===== src/rtl/seg7_scan_if.sv =====
// Display-side signal bundle for seg7_scan: display word, live masks, decoder loop and drive outputs.
// master = surrounding logic/board, slave = seg7_scan.
interface seg7_scan_if;
    logic [31:0] data;
    logic [7:0]  dp_mask;
    logic [7:0]  digit_en;
    logic [3:0]  hex_out;
    logic [7:0]  seg_in;
    logic [7:0]  an;
    logic [7:0]  seg_n;
    logic        frame_tick;

    modport master (
        output data, dp_mask, digit_en, seg_in,
        input  hex_out, an, seg_n, frame_tick
    );

    modport slave (
        input  data, dp_mask, digit_en, seg_in,
        output hex_out, an, seg_n, frame_tick
    );
endinterface


===== src/rtl/seg7_scan.sv =====
// Scans an 8-digit common-anode display: latches one word per frame, BLANK/SHOW per digit.
// Drive outputs lag the FSM by one cycle; no backpressure, free-running scan.
module seg7_scan #(
    parameter int SCAN_DIV  = 100000,
    parameter int BLANK_CYC = 1000
) (
    input  logic        clk,
    input  logic        rst,
    seg7_scan_if.slave  bus
);
    localparam int MAXC = (SCAN_DIV > BLANK_CYC) ? SCAN_DIV : BLANK_CYC;
    localparam int CW   = (MAXC > 1) ? $clog2(MAXC) : 1;
    localparam logic [CW-1:0] BLANK_LAST = CW'(BLANK_CYC - 1);
    localparam logic [CW-1:0] SCAN_LAST  = CW'(SCAN_DIV - 1);

    typedef enum logic {BLANK, SHOW} state_t;

    state_t        state, state_nxt;
    logic [CW-1:0] cnt, cnt_nxt;
    logic [2:0]    idx, idx_nxt;
    logic [31:0]   shadow;
    logic [7:0]    an_q, an_nxt;
    logic [7:0]    seg_q, seg_nxt;
    logic          tick_q;
    logic          latch;
    logic          unused_seg7;

    assign unused_seg7 = bus.seg_in[7];

    // Nibble is presented for the whole digit period so the decoder settles during BLANK.
    assign bus.hex_out    = shadow[{idx, 2'b00} +: 4];
    assign bus.an         = an_q;
    assign bus.seg_n      = seg_q;
    assign bus.frame_tick = tick_q;

    always_comb begin
        state_nxt = state;
        cnt_nxt   = cnt + 1'b1;
        idx_nxt   = idx;
        an_nxt    = 8'hFF;
        seg_nxt   = 8'hFF;
        latch     = (state == BLANK) && (idx == 3'd0) && (cnt == '0);

        case (state)
            BLANK: begin
                if (cnt == BLANK_LAST) begin
                    state_nxt = SHOW;
                    cnt_nxt   = '0;
                end
            end
            SHOW: begin
                if (cnt == SCAN_LAST) begin
                    state_nxt = BLANK;
                    cnt_nxt   = '0;
                    idx_nxt   = idx + 3'd1;
                end
                seg_nxt = ~{bus.dp_mask[idx], bus.seg_in[6:0]};
                if (bus.digit_en[idx]) begin
                    an_nxt = ~(8'b1 << idx);
                end
            end
            default: begin
                state_nxt = BLANK;
                cnt_nxt   = '0;
            end
        endcase
    end

    always_ff @(posedge clk) begin
        if (rst) begin
            state  <= BLANK;
            cnt    <= '0;
            idx    <= 3'd0;
            shadow <= 32'h0;
            an_q   <= 8'hFF;
            seg_q  <= 8'hFF;
            tick_q <= 1'b0;
        end else begin
            state  <= state_nxt;
            cnt    <= cnt_nxt;
            idx    <= idx_nxt;
            an_q   <= an_nxt;
            seg_q  <= seg_nxt;
            tick_q <= latch;
            if (latch) begin
                shadow <= bus.data;
            end
        end
    end
endmodule


===== src/flat_wrapper.sv =====
// flat-port wrapper written by rule: the top's interface ports become plain ports
module seg7_scan_flat 
#(
    parameter int SCAN_DIV  = 100000,
    parameter int BLANK_CYC = 1000
)
  (clk, rst, bus_data, bus_dp_mask, bus_digit_en, bus_seg_in, bus_hex_out, bus_an, bus_seg_n, bus_frame_tick);
  seg7_scan_if bus_i ();
  input  logic clk;
  input  logic rst;
  input wire logic [$bits(bus_i.data)-1:0] bus_data;
  input wire logic [$bits(bus_i.dp_mask)-1:0] bus_dp_mask;
  input wire logic [$bits(bus_i.digit_en)-1:0] bus_digit_en;
  input wire logic [$bits(bus_i.seg_in)-1:0] bus_seg_in;
  output wire logic [$bits(bus_i.hex_out)-1:0] bus_hex_out;
  output wire logic [$bits(bus_i.an)-1:0] bus_an;
  output wire logic [$bits(bus_i.seg_n)-1:0] bus_seg_n;
  output wire logic [$bits(bus_i.frame_tick)-1:0] bus_frame_tick;
  assign bus_i.data = bus_data;
  assign bus_i.dp_mask = bus_dp_mask;
  assign bus_i.digit_en = bus_digit_en;
  assign bus_i.seg_in = bus_seg_in;
  assign bus_hex_out = bus_i.hex_out;
  assign bus_an = bus_i.an;
  assign bus_seg_n = bus_i.seg_n;
  assign bus_frame_tick = bus_i.frame_tick;
  seg7_scan #(.SCAN_DIV(SCAN_DIV), .BLANK_CYC(BLANK_CYC)) u_core (.clk(clk), .rst(rst), .bus(bus_i));
endmodule

===== config.mk =====
export PLATFORM = sky130hd
export DESIGN_NAME = seg7_scan_flat
export DESIGN_NICKNAME = d
export VERILOG_FILES = /design/src/rtl/seg7_scan_if.sv /design/src/rtl/seg7_scan.sv /design/src/flat_wrapper.sv
export SDC_FILE = /design/constraint.sdc
export NUM_CORES = 1
export LEC_CHECK = 0
export BUFFER_PORTS_ARGS = -buffer_cell sky130_fd_sc_hd__buf_2
export CORE_AREA = 2 2 84 86
export CTS_CLUSTER_SIZE = 14
export DETAILED_ROUTE_END_ITERATION = 16
export DIE_AREA = 0 0 86 88
export PLACE_DENSITY = 0.83
export SLEW_MARGIN = 10
export SYNTH_ARGS = -nofsm -noshare
export SYNTH_HDL_FRONTEND = slang
export SYNTH_SLANG_ARGS = --single-unit

===== constraint.sdc =====
create_clock -name clk -period 2.3 [get_ports clk]
set_input_delay 0.115 -clock clk [delete_from_list [all_inputs] [get_ports clk]]
set_output_delay 0.115 -clock clk [all_outputs]
set_load 0.1 [all_outputs]

==> metrics.yaml, run 1 <==
first_global_vias: 2675
fin_nets: 492
synth_warnings: 0
fin_crit_sh_pct: 90.9
crit_type: "reg2out"
drc_errors: 0
rsz0062_at_grt: "no"
die_x_um: 86
min_path_type: "in2reg"
mostFrequentLayoutCell: "buf_2"
die_h_um: 88
area_delta_synth_final_pct: 20.7
h-tree-depth: 3
whs_ns: 0.0168
grt_max_degree: 56
finalSetupTns_ns: 0
grt_overflow_total: 0
cts_tree: "done"
gr-max-usage-layer: "met2"
syn-num-nets: 420
setup_viol: 0
path_max_fanout: 10
routed_wl_mm: 7.48
synth_area_per_cell_um2: 9.11
first_pass_iters: 5
drt_iter0_markers: 121
ys_types: 42
maxCapViolations: 0
finish.utilization_pct: 58.6
groute.layer.met1.usage_pct: 24.9
async_flop_share_pct: 0
powerDensity_nw_per_um2: 666
hold_viol_final: 0
grt_pass1_wl_mm: 12.2
critical_path_required_ns: 2.18
hold_path_depth: 3
reg2reg_depth: 5
mostFrequentLayoutCells: "77 x buf_2, 69 x dfxtp_1, 39 x nand3_1"
use_met3_pct: 3.86
worstMarginPinSlew_ns: 0.788
io_buffers: 77
ys.flop_type: "dfxtp_1"
die_area_um2: 7570
clkSinkCount: 70
cp.arrival_ns: 1.98
netlist_area_um2: 3230
status: "complete, no violations"
grt_use_met2_pct: 35.0
nFillCells: 558
timing.fmax_mhz: 478
fp-row-count: 30
vias_per_cell: 5.61
final_layout_size_suffix_gt1_share_pct: 28.8
synth_cells: 354
clk_pin_slew_ns: 0.07
grt_usage_pct: 20.4
cts_root_buffer: "clkbuf_8"
core_um2: 6640
power_leakage_uw: 0.00150
drv_slew: 0
initial_core_util_pct: 48.5
clk_latency_ns: 0.35
seq_area_frac_synth_pct: 43.4
antenna_found_initial: 0
post_drt_wl_per_cell_um: 14.7
finClkSkew_ns: 0.00911
cp-end-kind: "output port"
cp-start-kind: "flip-flop"
vias: 2862
io_pins: 79
place_hpwl_mm: 5.04
cts.path.max_buffers: 2
place.gp.congestion: 0.835
antenna_cells: 0
synth_edf_count: 0
cts-buffers-inserted: 9
drt.antenna.violating_nets: 0
peakVddDrop_v: 0.000315
period_minus_slack_ns: 2.09
synth_seq_cells: 70
slew_headroom_pct: 47.2
[synth_stat cells (all sizes together) (2+ instances only)]
library cell	count	area, um2
a211oi	4	40.0
a21oi	36	180
and3	4	26.3
and4	3	27.5
buf	11	93.8
clkbuf	21	78.8
dfxtp	70	1400
ha	8	100
inv	7	26.3
mux4	12	270
nand2	36	135
nand3	39	195
nand4	9	62.6
nor2	3	11.3
nor3	17	90.1
nor4	4	25.0
nor4b	2	17.5
o21ai	36	180
o31ai	3	22.5
or2	3	18.8
or3	3	20.0
or4	4	37.5
xnor2	5	43.8
xor2	6	52.6
[final timing paths]
| check | to | start | slack (ns) |
|---|---|---|---|
| max | bus_hex_out[2] | u_core.idx[0] | 0.21 |
| min | u_core.shadow[28] | bus_data[28] | 0.02 |
| max reg2reg | u_core.cnt[1] | u_core.cnt[0] | 0.31 |
| min reg2reg | u_core.shadow[21] | u_core.shadow[21] | 0.47 |
[sequential cells by signal, summed over array words and instances, names as in the netlist]
signal / cells
u_core.shadow: 32
u_core.bus.an: 8
u_core.idx: 3
u_core.bus.frame_tick: 1
u_core.cnt: 17
u_core.state: 1
u_core.bus.seg_n: 8
[cell type report]
class / count / area (um2) / share of cell area [%]
Timing Repair Buffer: 93 / 551 / 14.1
Inverter: 8 / 30.0 / 0.771
Sequential cell: 70 / 1400 / 36.0
Clock inverter: 6 / 63.8 / 1.64
Clock buffer: 9 / 124 / 3.18
Multi-Input combinational cell: 244 / 1620 / 41.7
Tap cell: 80 / 100 / 2.57
[cells by family (layout without fill, tap and decap cells)]
logic type / after synthesis / in the layout / share of synthesized area [%]
AO/OA/AOI/OAI: 80 / 80 / 13.6
XOR/XNOR: 11 / 11 / 2.99
adder cells (fa/ha/maj): 8 / 8 / 3.10
buffers and inverters: 40 / 116 / 6.28
flip-flops: 70 / 70 / 43.4
multiplexers: 13 / 13 / 8.69
AND/OR/NAND/NOR: 132 / 132 / 21.9
[metal layers]
layer,vias up,routed length [um]
met5,-,0
met4,0,157
met3,11,479
met2,95,3600
li1,1420,-
met1,1336,3250
[where the power goes]
group | internal [uW] | switching (uW)
Clock | 492 | 456
Sequential | 1270 | 29.2
Combinational | 141 | 204
Total | 1900 | 689
[metrics by stage]
step	instance area [um2]	power [uW]	setup slack [ns]	instances
floorplan	3230	1570	0.130	354
global placement	3620	1650	0.380	487
detailed placement	3620	1660	0.336	487
CTS	3890	2610	0.0546	510
global route	3890	2700	0.137	510
finish	3890	2590	0.210	510
[critical path, cell delays in order (launching register included)]
cell and delay [ns]:
dfxtp_2 0.45, buf_12 0.19, mux4_2 0.52, nand2_1 0.08, nand2_1 0.08, buf_2 0.30
[what timing repair did]
action	CTS	global route
setup endpoints to repair	0	1
setup buffers	0	0
hold buffers	8	0
resized for setup	0	1
hold endpoints to repair	8	0
No activity file was read; power rests on OpenSTA's default activity.
==> run 2, diff against run 1 <==
- CTS_CLUSTER_DIAMETER: unset -> 200
- GPL_TIMING_DRIVEN: unset -> 0
==> run 2 against run 1 <==
  * Sequential power barely moved
  * Non-clock buffer count rose by 24
  * Power rose by 7.0%
  * Global-route usage rose by 1.4 points
  * Fmax fell by 5.4%
  * Clock skew rose by 0.0011 ns
  * First-iteration DRC count rose by 54%
  * Combinational power rose by 8.4%
  * Critical path type unchanged
==> metrics.yaml, run 2 (synthesis gave the netlist of run 1 again) <==
cp-end-kind: "output port"
r2r-end: "u_core.cnt[9]"
maxCapViolations: 0  # unchanged
timing.fmax_mhz: 452  # -5.4%
cp.arrival_ns: 2.10  # +0.12 ns
clkPwrFrac_pct: 39.7  # +3.1 points
area_delta_synth_final_pct: 25.5
use_met3_pct: 4.05  # +0.19 points
nFillCells: 528  # -5.4%
io_buffers: 77  # unchanged
routed_wl_mm: 8.07  # +7.8%
h-tree-depth: 3  # unchanged
numPlacedInstances: 511  # +4.9%
multi_input_area_um2: 1630  # +0.77%
grt_overflow_total: 0  # unchanged
vias: 3073  # +7.4%
first_global_vias: 2820  # +5.4%
seq_power_share_pct: 46.8  # -3.3 points
die_x_um: 86  # unchanged
finClkSkew_ns: 0.0102  # +0.00113 ns
peakVddDrop_v: 0.000335  # +6.4%
slew_headroom_pct: 61.3  # +14 points
hold_path_depth: 3  # unchanged
drv_slew: 0  # unchanged
initial_core_util_pct: 48.5  # unchanged
p_sw_share_pct: 25.5  # -1.1 points
cts_root_buffer: "clkbuf_8"
power_leakage_uw: 0.00156  # +4.4%
post_drt_wl_per_cell_um: 15.1  # +2.8%
gr-max-usage-layer: "met2"
clkSinkCount: 70  # unchanged
die_h_um: 88  # unchanged
mostFrequentLayoutCell: "buf_2"
place_hpwl_mm: 5.73  # +14%
grt_max_degree: 13  # -77%
groute.layer.met1.usage_pct: 27.6  # +2.7 points
cts-buffers-inserted: 9  # unchanged
grt_pass1_wl_mm: 13.0  # +6.6%
pre_cts_ws_ns: -0.278  # -0.614 ns
comb_power_share_pct: 13.5  # +0.2 points
vias_per_cell: 5.74  # +2.4%
final_layout_size_suffix_gt1_share_pct: 29.0  # +0.17 points
fp-row-count: 30  # unchanged
mostFrequentLayoutCells: "77 x buf_2, 70 x dfxtp_1, 39 x nand3_1"
grt_usage_pct: 21.8  # +1.4 points
power.net_switching_uw: 707  # +2.6%
period_minus_slack_ns: 2.21  # +0.120 ns
largest_reg_flops: 32  # unchanged
reg2reg_slack_ns: 0.16  # -0.15 ns
critical_path_required_ns: 2.18  # about the same
worst_slack_ns: 0.0900  # -0.120 ns
drt.antenna.violating_nets: 0  # unchanged
reg_top3: "u_core.shadow (32), u_core.cnt (17)"
min_to: "u_core.shadow[0]"
clk_pin_slew_ns: 0.08  # about the same
timing.rr.start: "u_core.cnt[0]"
io_pins: 79  # unchanged
fin_nets: 516  # +4.9%
first_pass_iters: 5  # unchanged
path_max_fanout: 10  # unchanged
top_register: "u_core.shadow"
register_area_um2: 1400  # about the same
antenna_cells: 0  # unchanged
core_um2: 6640  # unchanged
powerDensity_nw_per_um2: 686  # +2.9%
die_area_um2: 7570  # unchanged
grt_use_met2_pct: 35.7  # +0.70 points
fin_crit_sh_pct: 96.1  # +5.2 points
min_path_type: "in2reg"
cp-start-kind: "flip-flop"
finalSetupTns_ns: 0  # unchanged
drt_iter0_markers: 186  # +54%
place.gp.congestion: 0.885  # +6.1%
reg2reg_depth: 7  # +2
antenna_found_initial: 0  # unchanged
layoutNonFillerInstCount: 535  # +4.9%
crit_type: "reg2out"
drc_errors: 0  # unchanged
whs_ns: 0.0153  # -0.00156 ns
setup_viol: 0  # unchanged
cts_tree: "done"
p_int_uw: 2070  # +8.6%
worstMarginPinSlew_ns: 0.578  # -0.210 ns
status: "complete, no violations"
cts.path.max_buffers: 2  # unchanged
clk_latency_ns: 0.35  # about the same
hold_viol_final: 0  # unchanged
min_from: "bus_data[0]"
run 2: what timing repair did:
item | in CTS | in global routing
gates resized for setup | 5 | 13
hold endpoints to repair | 7 | 0
hold buffers | 7 | 0
setup buffers | 0 | 1
setup endpoints to repair | 37 | 44
run 2: per-layer routing:
| metal | wire [um] | part of all wire (%) |
|---|---|---|
| met2 | 3810 | 47 |
| met4 | 192 | 2.4 |
| met1 | 3410 | 42 |
| met3 | 657 | 8.1 |
| met5 | 0 | 0 |
run 2: worst max-delay path by stage:
stage	startpoint	endpoint	depth (start not counted)	slack (ns)
4_1_cts	u_core.idx[0]	bus_hex_out[0]	6	0.03
5_1_grt	u_core.idx[0]	u_core.shadow[18]	9	-0.03
6_report	u_core.idx[0]	bus_hex_out[2]	6	0.09
2_1_floorplan	u_core.idx[0]	bus_hex_out[0]	5	0.13
3_5_place_dp	u_core.idx[0]	u_core.shadow[18]	9	-0.28
3_3_place_gp	u_core.idx[0]	u_core.shadow[28]	9	-0.18
run 2: critical path, stage by stage (launching register included):
cell and delay (ns):
dfxtp_1 0.36, clkbuf_4 0.21, buf_6 0.20, mux4_2 0.54, nand2_1 0.09, nand2_1 0.10
buf_4 0.25
run 2: final cells by class:
| cell class | instances | area share, % |
|---|---|---|
| multi-input cells | 244 | 40.4 |
| flip-flops and latches | 70 | 34.6 |
| repair buffers | 85 | 11.6 |
| plain buffers | 32 | 4.64 |
| clock buffers | 11 | 3.49 |
| well taps | 80 | 2.47 |
| clock inverters | 5 | 2.04 |
| inverters | 8 | 0.742 |
run 2: stage by stage:
| stage | area (um2) | power, uW | util [%] |
|---|---|---|---|
| 2_1_floorplan | 3230 | 1570 | - |
| 3_5_place_dp | 3710 | 1680 | 55.9 |
| 5_1_grt | 4050 | 2870 | 60.9 |
| 6_report | 4050 | 2780 | 60.9 |
| 3_3_place_gp | 3710 | 1670 | 55.9 |
| 4_1_cts | 4020 | 2770 | 60.5 |
run 2: power groups by stage:
stage / Combinational (uW) / Clock [uW] / Sequential (uW)
after global routing: 409 / 1160 / 1300
final: 374 / 1100 / 1300
after floorplan: 237 / 0 / 1330
after detailed placement: 351 / 0 / 1330
after global placement: 344 / 0 / 1320
after CTS: 363 / 1110 / 1300
